`src/rtl/key_digit_buffer_if.sv`:
```
// Keyboard-event inputs and display/commit outputs of key_digit_buffer.
// master drives key events (decoder side); slave is the buffer itself.
interface key_digit_buffer_if;
  logic         key_valid;
  logic [8:0]   last_change;
  logic [511:0] key_down;
  logic [3:0]   bcd;
  logic [3:0]   ssd_ctl;
  logic [15:0]  value;
  logic         value_valid;
  logic [2:0]   digit_count;

  modport master (
    output key_valid, last_change, key_down,
    input  bcd, ssd_ctl, value, value_valid, digit_count
  );

  modport slave (
    input  key_valid, last_change, key_down,
    output bcd, ssd_ctl, value, value_valid, digit_count
  );
endinterface

```
`src/rtl/key_digit_buffer.sv`:
```
// Collects PS/2 digit make-codes into a 4-digit BCD entry with backspace, clear
// and commit, and time-multiplexes entry or committed value onto a 4-digit SSD.
module key_digit_buffer #(
  parameter int SCAN_BITS = 17
) (
  input  logic            clk,
  input  logic            rst,
  key_digit_buffer_if.slave bus
);

  typedef enum logic [2:0] {
    KEY_NONE,
    KEY_DIGIT,
    KEY_BKSP,
    KEY_ENTER,
    KEY_ESC
  } key_cmd_e;

  logic                 key_valid_q, key_valid_d;
  logic [15:0]          entry_q, entry_d;
  logic [2:0]           count_q, count_d;
  logic [15:0]          value_q, value_d;
  logic                 value_valid_q, value_valid_d;
  logic [SCAN_BITS-1:0] scan_q, scan_d;

  key_cmd_e   key_cmd;
  logic [3:0] key_digit;
  logic       press;
  logic [1:0] sel;

  // A press is the rising edge of key_valid on a make event.
  assign press = bus.key_valid & ~key_valid_q & bus.key_down[bus.last_change];

  // NOTE: every output of an always_comb gets a default first; a path that
  // leaves one unassigned would infer a latch.
  always_comb begin
    key_cmd   = KEY_NONE;
    key_digit = 4'h0;
    if (!bus.last_change[8]) begin
      unique case (bus.last_change[7:0])
        8'h45:   begin key_cmd = KEY_DIGIT; key_digit = 4'd0; end
        8'h16:   begin key_cmd = KEY_DIGIT; key_digit = 4'd1; end
        8'h1E:   begin key_cmd = KEY_DIGIT; key_digit = 4'd2; end
        8'h26:   begin key_cmd = KEY_DIGIT; key_digit = 4'd3; end
        8'h25:   begin key_cmd = KEY_DIGIT; key_digit = 4'd4; end
        8'h2E:   begin key_cmd = KEY_DIGIT; key_digit = 4'd5; end
        8'h36:   begin key_cmd = KEY_DIGIT; key_digit = 4'd6; end
        8'h3D:   begin key_cmd = KEY_DIGIT; key_digit = 4'd7; end
        8'h3E:   begin key_cmd = KEY_DIGIT; key_digit = 4'd8; end
        8'h46:   begin key_cmd = KEY_DIGIT; key_digit = 4'd9; end
        8'h66:   key_cmd = KEY_BKSP;
        8'h5A:   key_cmd = KEY_ENTER;
        8'h76:   key_cmd = KEY_ESC;
        default: key_cmd = KEY_NONE;
      endcase
    end
  end

  always_comb begin
    key_valid_d   = bus.key_valid;
    entry_d       = entry_q;
    count_d       = count_q;
    value_d       = value_q;
    value_valid_d = 1'b0;
    scan_d        = scan_q + SCAN_BITS'(1);

    if (press) begin
      unique case (key_cmd)
        KEY_DIGIT: begin
          if (count_q < 3'd4) begin
            entry_d = {entry_q[11:0], key_digit};
            count_d = count_q + 3'd1;
          end
        end
        KEY_BKSP: begin
          if (count_q != 3'd0) begin
            entry_d = {4'h0, entry_q[15:4]};
            count_d = count_q - 3'd1;
          end
        end
        KEY_ENTER: begin
          value_d       = entry_q;
          value_valid_d = 1'b1;
          entry_d       = 16'h0000;
          count_d       = 3'd0;
        end
        KEY_ESC: begin
          entry_d = 16'h0000;
          count_d = 3'd0;
        end
        default: ;
      endcase
    end
  end

  // NOTE: state registers use non-blocking assignments so every flop samples
  // the pre-edge values, independent of statement order.
  always_ff @(posedge clk) begin
    if (rst) begin
      key_valid_q   <= 1'b0;
      entry_q       <= 16'h0000;
      count_q       <= 3'd0;
      value_q       <= 16'h0000;
      value_valid_q <= 1'b0;
      scan_q        <= '0;
    end else begin
      key_valid_q   <= key_valid_d;
      entry_q       <= entry_d;
      count_q       <= count_d;
      value_q       <= value_d;
      value_valid_q <= value_valid_d;
      scan_q        <= scan_d;
    end
  end

  // Entry view blanks unused leading digits; an empty entry shows the committed value.
  assign sel = scan_q[SCAN_BITS-1 -: 2];

  always_comb begin
    if (count_q == 3'd0) begin
      bus.bcd = value_q[{sel, 2'b00} +: 4];
    end else if ({1'b0, sel} >= count_q) begin
      bus.bcd = 4'hF;
    end else begin
      bus.bcd = entry_q[{sel, 2'b00} +: 4];
    end
  end

  assign bus.ssd_ctl     = ~(4'b0001 << sel);
  assign bus.value       = value_q;
  assign bus.value_valid = value_valid_q;
  assign bus.digit_count = count_q;

endmodule
```
`src/flat_wrapper.sv`:
```
// flat-port wrapper written by rule: the top's interface ports become plain ports
module key_digit_buffer_flat 
#(
  parameter int SCAN_BITS = 17
)
  (clk, rst, bus_key_valid, bus_last_change, bus_key_down, bus_bcd, bus_ssd_ctl, bus_value, bus_value_valid, bus_digit_count);
  key_digit_buffer_if bus_i ();
  input  logic clk;
  input  logic rst;
  input wire logic [$bits(bus_i.key_valid)-1:0] bus_key_valid;
  input wire logic [$bits(bus_i.last_change)-1:0] bus_last_change;
  input wire logic [$bits(bus_i.key_down)-1:0] bus_key_down;
  output wire logic [$bits(bus_i.bcd)-1:0] bus_bcd;
  output wire logic [$bits(bus_i.ssd_ctl)-1:0] bus_ssd_ctl;
  output wire logic [$bits(bus_i.value)-1:0] bus_value;
  output wire logic [$bits(bus_i.value_valid)-1:0] bus_value_valid;
  output wire logic [$bits(bus_i.digit_count)-1:0] bus_digit_count;
  assign bus_i.key_valid = bus_key_valid;
  assign bus_i.last_change = bus_last_change;
  assign bus_i.key_down = bus_key_down;
  assign bus_bcd = bus_i.bcd;
  assign bus_ssd_ctl = bus_i.ssd_ctl;
  assign bus_value = bus_i.value;
  assign bus_value_valid = bus_i.value_valid;
  assign bus_digit_count = bus_i.digit_count;
  key_digit_buffer #(.SCAN_BITS(SCAN_BITS)) u_core (.clk(clk), .rst(rst), .bus(bus_i));
endmodule
```
`config.mk`:
```
export PLATFORM = sky130hd
export DESIGN_NAME = key_digit_buffer_flat
export DESIGN_NICKNAME = d
export VERILOG_FILES = /design/src/rtl/key_digit_buffer_if.sv /design/src/rtl/key_digit_buffer.sv /design/src/flat_wrapper.sv
export SDC_FILE = /design/constraint.sdc
export NUM_CORES = 1
export LEC_CHECK = 0
export ABC_AREA = 1
export BUFFER_PORTS_ARGS = -buffer_cell sky130_fd_sc_hd__clkbuf_2
export CORE_AREA = 2 2 216 218
export DETAILED_ROUTE_END_ITERATION = 8
export DIE_AREA = 0 0 218 220
export GPL_ROUTABILITY_DRIVEN = 0
export PLACE_DENSITY = 0.41
export SLEW_MARGIN = 5
export SYNTH_ARGS = -nofsm -noshare
export SYNTH_HDL_FRONTEND = slang
export SYNTH_SLANG_ARGS = --single-unit
```
`constraint.sdc`:
```
create_clock -name clk -period 2.1 [get_ports clk]
set_clock_uncertainty 0.05 [all_clocks]
set_input_delay 0.105 -clock clk [delete_from_list [all_inputs] [get_ports clk]]
set_output_delay 0.105 -clock clk [all_outputs]
set_load 0.02 [all_outputs]
```
==> out/qor_table.md, run 1 <==
| Quantity | Reported |
|:---|:---|
| Remaining design rule violation count | 0 |
| Number of synthesized register bits | 54 |
| Slowest stage delay, CP | 220 ps |
| Biggest area contributors in the synthesized netlist | nand2_1, nor2_1, dfxtp_1 |
| Antenna violation net count after detailed routing | 0 |
| Top FF cell, synth | dfxtp_1 |
| Number of buffers inserted during clock tree synthesis | 5 |
| Maximum clock frequency | 465 MHz |
| Worst skew pair latency | 290 ps |
| Maximum Capacitance Violations | 0 |
| First-pass GRT wire length | 81.3 mm |
| Height of the die | 220 um |
| Part of the Yosys area used for sequential elements | 11.9% |
| Startpoint types | input port |
| Vias in the first global route | 14500 |
| Path type of the worst min-delay path | input port to register |
| Final hold violation count | 0 |
| CTS sink cnt | 54 |
| Unrepaired setup endpoints after global routing | true |
| WL met2 | 27.0 mm |
| Yosys warnings | 0 |
| Aggregate negative setup slack | -359 ps |
| WP buf/inv | 6 |
| Count of flip-flops with a built-in enable after synthesis | 0 |
| Final Non-Filler Cells | 3224 |
| Met3 routed WL | 3.25 mm |
| DR vias | 14300 |
| Critical Path Sink Type | register |
| Horizontal extent of the die | 218 um |
| Overall power consumption | 4.34 mW |
| Min cycle time layout | 2150 ps |
| Max-slew violation count | 0 |
| Per-cell routed wire length | 17.2 um |
| Final worst path period share | 102% |
| Failing checks | negative setup slack |
| Cell Pwr Density | 294 nW/um2 |
| # placed instances | 3175 |
| I/O pin cnt | 552 |
| Leakage Power | 8.66 nW |
| CP Data Required Time | 2280 ps |
| Cells along the critical path | clkbuf_16, inv_16, buf_16, buf_4, o21ai_1, o22ai_1, nand2_1, nand4_1, nand2_1, nand3_1, nand3_1, nand2_2, buf_6, nand4_4, buf_4, nor2_1 |
| Starting density of the core | 19.9% |
| Max H-tree Level | 2 |
| Largest fanout on the critical path | 13 |
| Total global routing track utilization | 22.2% |
| Slew at the pin with the worst max-slew slack | 434 ps |
| Delay-heaviest family, CP | buffers and inverters |
| Final design area excluding fillers | 14700 um2 |
| Fraction of final layout cells with drive strength greater than 1 | 32.3% |
| Synthesized instance count | 1957 |
| Clock-pin transition on the worst setup and hold timing paths | 70 ps |
| Library cells used by synthesis | 37 |
| Total setup violations reported at the end of the flow | 25 |
| Area Growth Syn to Fin | 61.9% |
| Post-detailed-placement cell area | 13600 um2 |
| Arrival time of data at the critical path endpoint | 2330 ps |
| Worst rel slew slack | 71.0% |
| Routed met1 length | 23.6 mm |
| Leading cell type in the layout, fill and taps excluded | nand2_1 |
| Half-perimeter wire length after placement | 44.4 mm |
| Number of antenna violations at the first check in global routing | 6 |
| Uppermost layer routed | met5 |
| Wirelength, routed | 55.3 mm |
| Number of vias per cell | 4.43 |
| Maximum number of pins on one net before global-route repair | 37 |
| Async set or reset register ratio after synthesis | 0% |
| CTS Buffer Depth | 2 |
| Minimum setup slack in the final design | -48.9 ps |
| Total number of placement rows | 79 |
| Area share of the largest cell type after synthesis | 33.5% |
| Standard cell with the maximum stage delay on the critical path | o22ai_1 |
| Synthesized area divided by synthesized cell count | 4.65 um2 |
| Clock tree from TritonCTS | done |
| Full die area | 48000 um2 |
| Number of nets in the synthesized netlist | 2485 |
| Highest-count cells in the layout ignoring fill and taps | nand2_1, clkbuf_2, nor2_1 |
| Post-synthesis cell area | 9110 um2 |
| Standard cell core area | 45900 um2 |
| 1st-iter DRT viols | 827 |
| Outcome | finished with violations |
| Clock root cell | clkbuf_16 |
| Hold slack | 9.18 ps |
| Area leader, netlist | nand2_1 |
| Number of input and output port buffers inserted | 551 |
| Count of nets after finishing | 3139 |
| Crit Path Category | input port to register |
| Congestion Overflow GR | 0 |
| Worst IR Drop VDD | 262 uV |
| 1st-pass router iterations | 5 |
[worst paths after layout]
check | start | slack, ps | end | cells after the start
hold / removal | bus_key_valid | 9 | u_core.key_valid_q | 3
setup / recovery | bus_last_change[0] | -50 | u_core.bus.value_valid | 16
setup reg to reg | u_core.scan_q[0] | 0 | u_core.scan_q[16] | 12
hold reg to reg | u_core.scan_q[9] | 420 | u_core.scan_q[9] | 1
[cell families (layout without fill, tap and decap cells)]
group / count (synthesis) / after routing / synth area share (%)
DFF: 54 / 54 / 11.9
and+or+nand+nor: 1301 / 1307 / 56.6
buffers and inverters: 368 / 1017 / 17.4
xor gates and xnor gates: 4 / 4 / 0.385
other: 0 / 5 / 0
AOI/OAI and AO/OA: 226 / 226 / 13.1
adders and majority gates: 4 / 4 / 0.632
[metal layers]
| metal | vias to the layer above | global-route usage, % |
|---|---|---|
| li1 | 7290 | - |
| met1 | 6413 | 26.6 |
| met2 | 507 | 40.5 |
| met3 | 80 | 3.26 |
| met4 | 2 | 6.67 |
| met5 | - | 0 |
[flip-flops by register name (all words and copies together) (netlist names)]
signal,flops
u_core.scan_q,17
u_core.bus.value,16
u_core.bus.value_valid,1
u_core.bus.digit_count,3
u_core.key_valid_q,1
u_core.entry_q,16
[power breakdown]
group          total (mW)  leakage [nW]  switching (mW)  internal (mW)
clock               0.849        0.0739           0.374          0.474
sequential           1.04         0.437         0.00740           1.03
combinational        2.45          8.15            1.34           1.12
[cell usage after synthesis (13+ instances only)]
master	number
clkbuf_1	28
buf_4	13
nand3_1	122
inv_2	13
a21oi_1	13
nor2_1	330
o21ai_1	28
buf_2	56
o22ai_1	19
dfxtp_1	54
nand2_1	813
inv_1	242
o21ai_0	151
[worst min-delay path, cell delays in order]
cell and delay, ps:
clkbuf_2 90, inv_1 70, nor2_1 40
[area by class of cell]
| cell class | instances | area [um2] |
|---|---|---|
| Multi-Input combinational cell | 1541 | 6780 |
| Sequential cell | 54 | 1080 |
| Fill cell | 5339 | 31100 |
| Timing Repair inverter | 2 | 20.0 |
| Tap cell | 607 | 759 |
| Inverter | 257 | 988 |
| Timing Repair Buffer | 750 | 4950 |
| Antenna cell | 5 | 12.5 |
| Clock inverter | 1 | 5.00 |
| Clock buffer | 7 | 143 |
[stage by stage]
step / utilization, % / setup slack [ps]
finish: 32.2 / -48.9
global route: 32.1 / -230
CTS: 31.6 / -9.15
detailed placement: 29.7 / -962
global placement: 29.7 / -1030
floorplan: - / 34.9
[what timing repair did]
item	4_1_cts	5_1_grt
cloned	15	2
endpoints found under the setup margin	38	45
pin swaps	25	21
buffers inserted	16	4
gates resized for setup	87	53
hold buffers	0	0
(Power assumes the default switching activity.)
==> inputs of run 2 (changes only) <==
--- a/config.mk
+++ b/config.mk
@@ -5,13 +5,13 @@
 export SDC_FILE = /design/constraint.sdc
 export NUM_CORES = 1
 export LEC_CHECK = 0
-export ABC_AREA = 1
+export ABC_AREA = 0
 export BUFFER_PORTS_ARGS = -buffer_cell sky130_fd_sc_hd__clkbuf_2
 export CORE_AREA = 2 2 216 218
+export CTS_CLUSTER_SIZE = 25
 export DETAILED_ROUTE_END_ITERATION = 8
 export DIE_AREA = 0 0 218 220
 export GPL_ROUTABILITY_DRIVEN = 0
-export PLACE_DENSITY = 0.41
 export SLEW_MARGIN = 5
 export SYNTH_ARGS = -nofsm -noshare
 export SYNTH_HDL_FRONTEND = slang
==> run 2 against run 1 <==
  * Non-clock buffer count shrank 509
  * Flip-flop and latch count is the same
  * Sequential share of layout area grew 9.1 points
  * Design area shrank 55%
  * Largest power group is now sequential cells
  * Via count shrank 69%
  * Die area is the same
  * Register-to-register slack gained 150 ps
  * The flow now finishes without violations
  * Area after synthesis shrank 53%
  * Global-route usage shrank 15 points
  * Wire length shrank 66%
  * Clock power grew 9.9%
  * Hold slack gained 46 ps
==> out/qor_table.md, run 2 <==
| Quantity | Reported | vs previous |
|:---|:---|:---|
| CTS Buffer Depth | 2 | unchanged |
| Total of hold buffers inserted after clock tree synthesis | 0 | unchanged |
| Number of buffers inserted during clock tree synthesis | 5 | unchanged |
| Min cycle time layout | 2050 ps | -97.9 ps |
| CTS sink cnt | 54 | unchanged |
| Most common cell in the synthesized netlist | dfxtp_1 |  |
| Number of input and output port buffers inserted | 167 | -70% |
| Horizontal extent of the die | 218 um | unchanged |
| Largest fanout on the critical path | 9 | -4 |
| Worst setup slack before clock tree synthesis | -451 ps | +511 ps |
| Maximum Capacitance Violations | 0 | unchanged |
| Count of nets after finishing | 1195 | -62% |
| Library cells used by synthesis | 58 | +57% |
| Final Non-Filler Cells | 1279 | -60% |
| 1st-iter DRT viols | 149 | -82% |
| Max-slew violation count | 0 | unchanged |
| Unrepaired setup endpoints after global routing | true |  |
| Clock-pin transition on the worst setup and hold timing paths | 70 ps | about the same |
| Synthesized area divided by synthesized cell count | 9.31 um2 | +100% |
| Synthesized instance count | 458 | -77% |
| Biggest area contributors in the synthesized netlist | dfxtp_1, mux2i_1, mux4_2 |  |
| Wirelength, routed | 18.8 mm | -66% |
| Count of flip-flops with a built-in enable after synthesis | 0 | unchanged |
| Max reg flops | 17 | unchanged |
| DR vias | 4412 | -69% |
| # placed instances | 1263 | -60% |
| Area share of the largest cell type after synthesis | 25.3% | -8.2 points |
| Cell Pwr Density | 393 nW/um2 | +34% |
| Clock tree from TritonCTS | done |  |
| Area Growth Syn to Fin | 54.3% |  |
| Leading cell type in the layout, fill and taps excluded | clkbuf_2 |  |
| Arrival time of data at the critical path endpoint | 2210 ps | -120 ps |
| Full die area | 48000 um2 | unchanged |
| Height of the die | 220 um | unchanged |
| CP Data Required Time | 2260 ps | -20 ps |
| Slew at the pin with the worst max-slew slack | 539 ps | +105 ps |
| Number of synthesized register bits | 54 | unchanged |
| Per-cell routed wire length | 14.7 um | -14% |
| Antenna violation net count after detailed routing | 0 | unchanged |
| Maximum number of pins on one net before global-route repair | 32 | -14% |
| Crit Path Category | input port to register |  |
| Fraction of final layout cells with drive strength greater than 1 | 46.6% | +14 points |
| Total number of placement rows | 79 | unchanged |
| Post-synthesis cell area | 4270 um2 | -53% |
| Clock root cell | clkbuf_16 |  |
| Total setup violations reported at the end of the flow | 0 | -100% |
| Total global routing track utilization | 7.64% | -15 points |
| 1st-pass router iterations | 4 | -1 |
| Area leader, netlist | dfxtp_1 |  |
| Startpoint types | input port |  |
| Leakage Power | 2.68 nW | -69% |
| Yosys warnings | 0 | unchanged |
| Worst skew pair latency | 290 ps | about the same |
| Minimum setup slack in the final design | 49.0 ps | +97.9 ps |
| Path type of the worst min-delay path | input port to register |  |
| Highest-count cells in the layout ignoring fill and taps | clkbuf_2, buf_4, dfxtp_1 |  |
| Number of antenna violations at the first check in global routing | 12 | +6 |
| Outcome | finished clean |  |
| Final hold violation count | 0 | unchanged |
| Largest register by flop count | u_core.scan_q |  |
| Starting density of the core | 9.30% | -11 points |
| Congestion Overflow GR | 0 | unchanged |
| Number of nets in the synthesized netlist | 986 | -60% |
| Standard cell core area | 45900 um2 | unchanged |
| Vias in the first global route | 4461 | -69% |
| Critical Path Sink Type | register |  |
| Part of the Yosys area used for sequential elements | 25.3% | +13 points |
| Half-perimeter wire length after placement | 16.3 mm | -63% |
| Final worst path period share | 97.7% | -4.7 points |
| First-pass GRT wire length | 27.5 mm | -66% |
| I/O pin cnt | 552 | unchanged |
| Maximum clock frequency | 488 MHz | +4.8% |
| Most used standard cells in the synthesized netlist | dfxtp_1, mux2i_1, nand2b_1, nor2_1, nand2_1 |  |
| Number of vias per cell | 3.45 | -22% |
| Top FF cell, synth | dfxtp_1 |  |
| Worst IR Drop VDD | 297 uV | +13% |
| Max H-tree Level | 2 | unchanged |
| Worst rel slew slack | 64.1% | -6.9 points |
| Async set or reset register ratio after synthesis | 0% | unchanged |
| Remaining design rule violation count | 0 | unchanged |
==> run 2: path summary, 6_finish.rpt <==
path / start / endpoint / slack [ps] / cells after the start
min: bus_key_valid / u_core.key_valid_q / 50 / 2
max reg2reg: u_core.scan_q[3] / u_core.scan_q[16] / 150 / 6
max: bus_last_change[1] / u_core.entry_q[5] / 50 / 9
min reg2reg: u_core.scan_q[0] / u_core.scan_q[0] / 420 / 1
==> run 2: cells by family after synthesis <==
group	count (synthesis)	share of synthesized area (%)
compound gates	85	15.1
xor+xnor	17	3.49
fa+ha+maj	4	1.35
buf+inv	48	5.72
flops	54	25.3
mux	79	26.5
simple gates	171	22.5
==> run 2: what timing repair did <==
action,4_1_cts,5_1_grt
resized for setup,7,25
setup buffers,0,3
cloned,1,0
endpoints found under the setup margin,23,23
pin swaps,0,6
==> run 2: stage by stage <==
step	power, mW	setup TNS [ps]	instance area [um2]	hold WS (ps)	util [%]
2_1_floorplan	1.37	-2600	4300	183	-
3_3_place_gp	1.66	-10930	6260	329	13.7
3_5_place_dp	1.67	-12560	6260	368	13.7
4_1_cts	2.61	-20.5	6480	59.4	14.1
5_1_grt	2.71	-37.9	6570	52.2	14.3
6_report	2.59	0	6580	54.8	14.3
==> run 2: per-layer routing <==
| layer | part of all wire, % | track usage (%) |
|---|---|---|
| met2 | 44 | 11.9 |
| met4 | 3.6 | 2.88 |
| met5 | 0.048 | 0 |
| met1 | 47 | 9.86 |
| met3 | 5.9 | 2.29 |
==> run 2: final cells by class <==
class	instances	area (um2)
inverters	9	33.8
repair buffers	241	1510
diodes	5	12.5
clock buffers	5	125
well taps	607	759
fillers	5234	39300
flip-flops and latches	54	1080
clock inverters	2	38.8
multi-input cells	356	3020
==> run 2: worst max-delay path, stage by stage <==
cell and delay [ps]:
buf_12 110, mux4_2 490, mux4_2 500, nand2b_4 160
o2111ai_2 90, nand4_4 150, and3_4 260, buf_4 160
a211oi_2 170
==> run 2: power breakdown <==
part / total, mW / internal, mW / switching (mW)
Sequential: 1.04 / 1.03 / 0.00976
Clock: 0.933 / 0.558 / 0.375
Combinational: 0.614 / 0.341 / 0.273
